**src/rtl/aes_engine_ctrl.sv**
```systemverilog
`timescale 1ns/1ps
// -----------------------------------------------------------------------------
// aes_engine_ctrl
// Sequencing controller for the AES HWPE datapath. It gathers NB_WORDS 32-bit
// input beats into the 128-bit block register, fires the AES core, waits for
// it, streams the result back one word per handshake, and repeats for the
// programmed number of blocks.
//
// Optional feature macro: AES_CTRL_TIMEOUT_EN
//   defined   : a watchdog counts WAIT_CORE cycles. After TIMEOUT_CYCLES cycles
//               without core_done_i the job ends in DONE and err_o is raised.
//               err_o stays set until the next accepted start_i, clear_i or reset.
//   undefined : WAIT_CORE waits indefinitely and err_o is tied low.
//
// Ports
//   clk_i         clock
//   rst_ni        synchronous reset, active-low (has priority over clear_i)
//   clear_i       soft clear, same effect as reset
//   start_i       job start pulse, only sampled in IDLE
//   nb_blocks_i   number of blocks in the job, latched on start
//   in_valid_i    input stream valid
//   in_ready_o    input stream ready (high in LOAD)
//   out_valid_o   output stream valid (high in UNLOAD)
//   out_ready_i   output stream ready
//   word_idx_o    word select for the block register load/unload mux
//   load_en_o     write the current input word into the block register
//   core_start_o  one-cycle AES core start
//   core_done_i   AES core finished (pulse or level)
//   busy_o        controller is not idle
//   done_o        one-cycle job-complete pulse
//   blk_cnt_o     blocks fully unloaded in the current job
//   err_o         watchdog error
// -----------------------------------------------------------------------------
module aes_engine_ctrl #(
  parameter int NB_WORDS       = 4,
  parameter int BLK_CNT_W      = 16,
  parameter int TIMEOUT_CYCLES = 1024
) (
  input  logic                        clk_i,
  input  logic                        rst_ni,
  input  logic                        clear_i,
  input  logic                        start_i,
  input  logic [BLK_CNT_W-1:0]        nb_blocks_i,
  input  logic                        in_valid_i,
  output logic                        in_ready_o,
  output logic                        out_valid_o,
  input  logic                        out_ready_i,
  output logic [$clog2(NB_WORDS)-1:0] word_idx_o,
  output logic                        load_en_o,
  output logic                        core_start_o,
  input  logic                        core_done_i,
  output logic                        busy_o,
  output logic                        done_o,
  output logic [BLK_CNT_W-1:0]        blk_cnt_o,
  output logic                        err_o
);

  localparam int IDX_W = $clog2(NB_WORDS);
  localparam logic [IDX_W-1:0] LAST_WORD = IDX_W'(NB_WORDS - 1);

  typedef enum logic [2:0] {
    IDLE,
    LOAD,
    START,
    WAIT_CORE,
    UNLOAD,
    DONE
  } state_t;

  state_t               state_reg;
  logic [IDX_W-1:0]     word_cnt_reg;
  logic [BLK_CNT_W-1:0] blk_cnt_reg;
  logic [BLK_CNT_W-1:0] nb_blocks_reg;
  logic                 in_ready_reg;
  logic                 out_valid_reg;
  logic                 core_start_reg;
  logic                 busy_reg;
  logic                 done_reg;
  logic                 timeout_hit;

`ifdef AES_CTRL_TIMEOUT_EN
  localparam int TMO_W = $clog2(TIMEOUT_CYCLES + 1);

  logic [TMO_W-1:0] tmo_cnt_reg;
  logic             err_reg;

  // Fires in the TIMEOUT_CYCLES-th WAIT_CORE cycle if the core is still silent;
  // a done arriving in that same cycle wins.
  assign timeout_hit = (state_reg == WAIT_CORE) && !core_done_i &&
                       (tmo_cnt_reg == TMO_W'(TIMEOUT_CYCLES - 1));

  always_ff @(posedge clk_i) begin
    if (!rst_ni || clear_i) begin
      tmo_cnt_reg <= '0;
      err_reg     <= 1'b0;
    end else begin
      // START always precedes WAIT_CORE, so clearing there restarts the count on entry
      if (state_reg == START) begin
        tmo_cnt_reg <= '0;
      end else if (state_reg == WAIT_CORE) begin
        tmo_cnt_reg <= tmo_cnt_reg + TMO_W'(1);
      end

      if (state_reg == IDLE && start_i) begin
        err_reg <= 1'b0;
      end else if (timeout_hit) begin
        err_reg <= 1'b1;
      end
    end
  end

  assign err_o = err_reg;
`else
  logic unused_timeout;

  assign timeout_hit    = 1'b0;
  assign err_o          = 1'b0;
  assign unused_timeout = (TIMEOUT_CYCLES == 0);
`endif

  // Stream/strobe outputs are registered alongside the state so they change
  // exactly on state transitions.
  always_ff @(posedge clk_i) begin
    if (!rst_ni || clear_i) begin
      state_reg      <= IDLE;
      word_cnt_reg   <= '0;
      blk_cnt_reg    <= '0;
      nb_blocks_reg  <= '0;
      in_ready_reg   <= 1'b0;
      out_valid_reg  <= 1'b0;
      core_start_reg <= 1'b0;
      busy_reg       <= 1'b0;
      done_reg       <= 1'b0;
    end else begin
      core_start_reg <= 1'b0;
      done_reg       <= 1'b0;

      case (state_reg)
        IDLE: begin
          if (start_i) begin
            nb_blocks_reg <= nb_blocks_i;
            blk_cnt_reg   <= '0;
            busy_reg      <= 1'b1;
            if (nb_blocks_i != '0) begin
              state_reg    <= LOAD;
              in_ready_reg <= 1'b1;
            end else begin
              state_reg <= DONE;
              done_reg  <= 1'b1;
            end
          end
        end

        LOAD: begin
          if (in_valid_i) begin
            if (word_cnt_reg == LAST_WORD) begin
              word_cnt_reg   <= '0;
              state_reg      <= START;
              in_ready_reg   <= 1'b0;
              core_start_reg <= 1'b1;
            end else begin
              word_cnt_reg <= word_cnt_reg + IDX_W'(1);
            end
          end
        end

        START: begin
          state_reg <= WAIT_CORE;
        end

        WAIT_CORE: begin
          if (core_done_i) begin
            state_reg     <= UNLOAD;
            out_valid_reg <= 1'b1;
          end else if (timeout_hit) begin
            state_reg <= DONE;
            done_reg  <= 1'b1;
          end
        end

        UNLOAD: begin
          // Valid and word index only move on a completed handshake.
          if (out_ready_i) begin
            if (word_cnt_reg == LAST_WORD) begin
              word_cnt_reg  <= '0;
              blk_cnt_reg   <= blk_cnt_reg + BLK_CNT_W'(1);
              out_valid_reg <= 1'b0;
              if (blk_cnt_reg + BLK_CNT_W'(1) == nb_blocks_reg) begin
                state_reg <= DONE;
                done_reg  <= 1'b1;
              end else begin
                state_reg    <= LOAD;
                in_ready_reg <= 1'b1;
              end
            end else begin
              word_cnt_reg <= word_cnt_reg + IDX_W'(1);
            end
          end
        end

        DONE: begin
          state_reg <= IDLE;
          busy_reg  <= 1'b0;
        end

        default: begin
          state_reg     <= IDLE;
          word_cnt_reg  <= '0;
          in_ready_reg  <= 1'b0;
          out_valid_reg <= 1'b0;
          busy_reg      <= 1'b0;
        end
      endcase
    end
  end

  assign in_ready_o   = in_ready_reg;
  assign load_en_o    = in_valid_i & in_ready_reg;
  assign out_valid_o  = out_valid_reg;
  assign word_idx_o   = word_cnt_reg;
  assign core_start_o = core_start_reg;
  assign busy_o       = busy_reg;
  assign done_o       = done_reg;
  assign blk_cnt_o    = blk_cnt_reg;

endmodule

```
**config.mk**
```make
export PLATFORM = sky130hd
export DESIGN_NAME = aes_engine_ctrl
export DESIGN_NICKNAME = d
export VERILOG_FILES = /design/src/rtl/aes_engine_ctrl.sv
export SDC_FILE = /design/constraint.sdc
export NUM_CORES = 1
export LEC_CHECK = 0
export CAP_MARGIN = 20
export CORE_UTILIZATION = 52
export DETAILED_ROUTE_END_ITERATION = 12
export GPL_ROUTABILITY_DRIVEN = 0
export PLACE_DENSITY = 0.8
export SLEW_MARGIN = 20
export SYNTH_ARGS = -nofsm -noshare
export SYNTH_HDL_FRONTEND = slang
export SYNTH_SLANG_ARGS = --single-unit
```
**constraint.sdc**
```tcl
create_clock -name clk_i -period 2.9 [get_ports clk_i]
set_clock_uncertainty 0.2 [all_clocks]
set_input_delay 0.58 -clock clk_i [delete_from_list [all_inputs] [get_ports clk_i]]
set_output_delay 0.58 -clock clk_i [all_outputs]
set_load 0.03 [all_outputs]
```
==> results <==
-- synthesized netlist by cell type (all sizes together) (8+ instances only) --
| cell type | n |
|---|---|
| xor2 | 10 |
| a21oi | 41 |
| o21ai | 21 |
| clkbuf | 16 |
| nor4 | 9 |
| nor2 | 30 |
| dfxtp | 42 |
| nand3 | 14 |
| nor3 | 8 |
| nand2 | 51 |
| xnor2 | 13 |
| or3 | 10 |
-- critical path, stage by stage, from the launching register on --
cell and delay [ps]:
dfxtp_1 470, nand4_4 200, or3_1 520, o31ai_2 280
nand4_1 120, nor4_2 360, nand3_1 180, a2111oi_2 310
-- power by group --
group / switching, uW / total (uW) / internal, uW
clock: 214 / 470 / 256
sequential: 10.2 / 597 / 586
combinational: 76.2 / 141 / 65.2
total: 301 / 1210 / 908
-- cell type report --
type                            instances  area share (%)
Clock buffer                            5            2.21
Multi-Input combinational cell        263            48.4
Inverter                                4           0.482
Tap cell                               52            2.09
Sequential cell                        42            27.1
Timing Repair Buffer                   59            18.3
Clock inverter                          3            1.45
-- repair_timing --
action                                  in CTS  in global routing
resized for setup                            0                  4
endpoints found under the setup margin       0                  1
setup buffers                                0                  0
-- cell families (layout without fill, tap and decap cells) --
kind of cell	count (synthesis)	count (layout)	synth area share (%)
buf+inv	27	71	4.68
flops	42	42	34.2
compound gates	77	77	17.8
other cells	1	1	0.153
simple gates	156	156	32.3
xor+xnor	23	23	8.19
mux	4	4	1.63
fa+ha+maj	2	2	1.02
-- metal layers --
layer	share of wire, %	global-route usage [%]
met5	0	0
met4	1.4	8.89
met3	7.1	4.13
met2	46	39.1
met1	45	37.8
-- metrics by stage --
step | area, um2 | instances | worst slack [ps] | hold slack, ps | utilization, %
2_1_floorplan | 2460 | 332 | 53.4 | 248 | -
4_1_cts | 3110 | 428 | 112 | 280 | 69.9
3_3_place_gp | 2990 | 420 | 239 | 251 | 67.4
3_5_place_dp | 2990 | 420 | 110 | 264 | 67.4
5_1_grt | 3120 | 428 | 15.9 | 295 | 70.1
6_report | 3120 | 428 | 176 | 272 | 70.1
-- final timing paths --
check                                   from     end  slack, ps
worst max-delay path            blk_cnt_o[1]  done_o        180
worst min-delay path                  busy_o  busy_o        270
worst max register to register  blk_cnt_o[1]  done_o        180
worst min register to register        busy_o  busy_o        270
==> impl_metrics.py <==
metrics = {
    "clocking": {
        "numCtsBuffers": 5,
        "clkTransAtPathRegs_ps": 80,
        "clockBufferDepth": 2,
        "cts_root_buf": "clkbuf_8",
        "cts_sinks": 42,
        "holdBufCountCts": 0,
        "htreeDepth": 2,
        "insertion_delay_ps": 300,
        "cts_tree": "yes",
    },
    "finish": {
        "drive_gt1_share_pct": 9.31,
        "final_common_cell": "nand2_1",
        "seqCellArea_um2": 845,
        "diodes": 0,
        "final_cell_mix": "51 x nand2_1, 46 x clkdlybuf4s50_1, 41 x a21oi_1, 39 x dfxtp_1, 30 x nor2_1",
        "area_growth_pct": 26.8,
        "fillers": 371,
        "nets": 400,
        "multi_input_area_mm2": 0.00151,
    },
    "grt": {
        "grt_max_degree": 43,
        "first_global_vias": 2155,
        "grt_use_total_pct": 26.0,
        "grt_overflow": 0,
        "antenna_found_initial": 0,
        "grt_pass1_wl_um": 10400,
    },
    "logic_synthesis": {
        "yosys.area.top_type": "dfxtp_1",
        "synth-seq-area-share_pct": 34.2,
        "async_flop_share_pct": 0,
        "syn_area_mm2": 0.00246,
        "synthesis.nets": 357,
        "synth_warnings": 0,
        "synth_top_area_share_pct": 34.2,
        "synth-seq-cells": 42,
        "synth-edff-count": 0,
        "ys.flop_type": "dfxtp_1",
        "synth.distinct_cells": 45,
        "synth_area_leaders": "dfxtp_1 34%, a21oi_1 8.3%, nand2_1 7.8%",
        "syn_area_per_cell_um2": 7.41,
        "syn_inst": 332,
    },
    "route": {
        "ant_nets": 0,
        "drt_wl_total_um": 6300,
        "drc_errors": 2,
        "drtIter0Drc": 224,
        "via_per_inst": 5.93,
        "vias": 2538,
        "first_pass_iters": 9,
        "wire_per_inst_um": 14.7,
    },
    "worst_hold_path": {
        "hold_depth": 2,
        "hold_class": "reg -> reg",
    },
    "timing": {
        "slew_viol_final": 0,
        "period_minus_slack_ps": 2720,
        "hold_viol_final": 0,
        "fmax_mhz": 367,
        "tightest_slew_ps": 710,
        "slew-limit-headroom_pct": 52.3,
        "rsz0062_at_grt": "no",
        "fin_crit_sh_pct": 93.9,
        "setup_tns_ps": 0,
        "finalSetupViolCount": 0,
    },
    "power": {
        "powerDensity_mw_per_mm2": 388,
        "totalPowerFinal_uw": 1210,
        "peakVddDrop_uv": 259,
        "p_leak_uw": 0.00112,
    },
    "place": {
        "io_buffer_count": 46,
        "place_hpwl_um": 4570,
    },
    "status": {
        "violations": "design-rule violations",
        "status": "finished with violations",
    },
    "floorplan": {
        "die_area_mm2": 0.00501,
        "placementRows": 24,
        "die_y_um": 70.8,
        "fp.dieW_um": 70.8,
        "start_util_pct": 55.3,
        "core_area_mm2": 0.00444,
        "io_pins": 48,
    },
    "setup_path": {
        "cp.arrival_ps": 2720,
        "start_kind": "flip-flop",
        "cp_max_fo": 8,
        "cp.required_ps": 2890,
        "worstSetupEndpointType": "flip-flop",
        "crit_type": "reg -> reg",
        "rr_worst_depth": 7,
    },
    "run": {
        "drv_cap": 0,
    },
}
(Power assumes the default switching activity.)
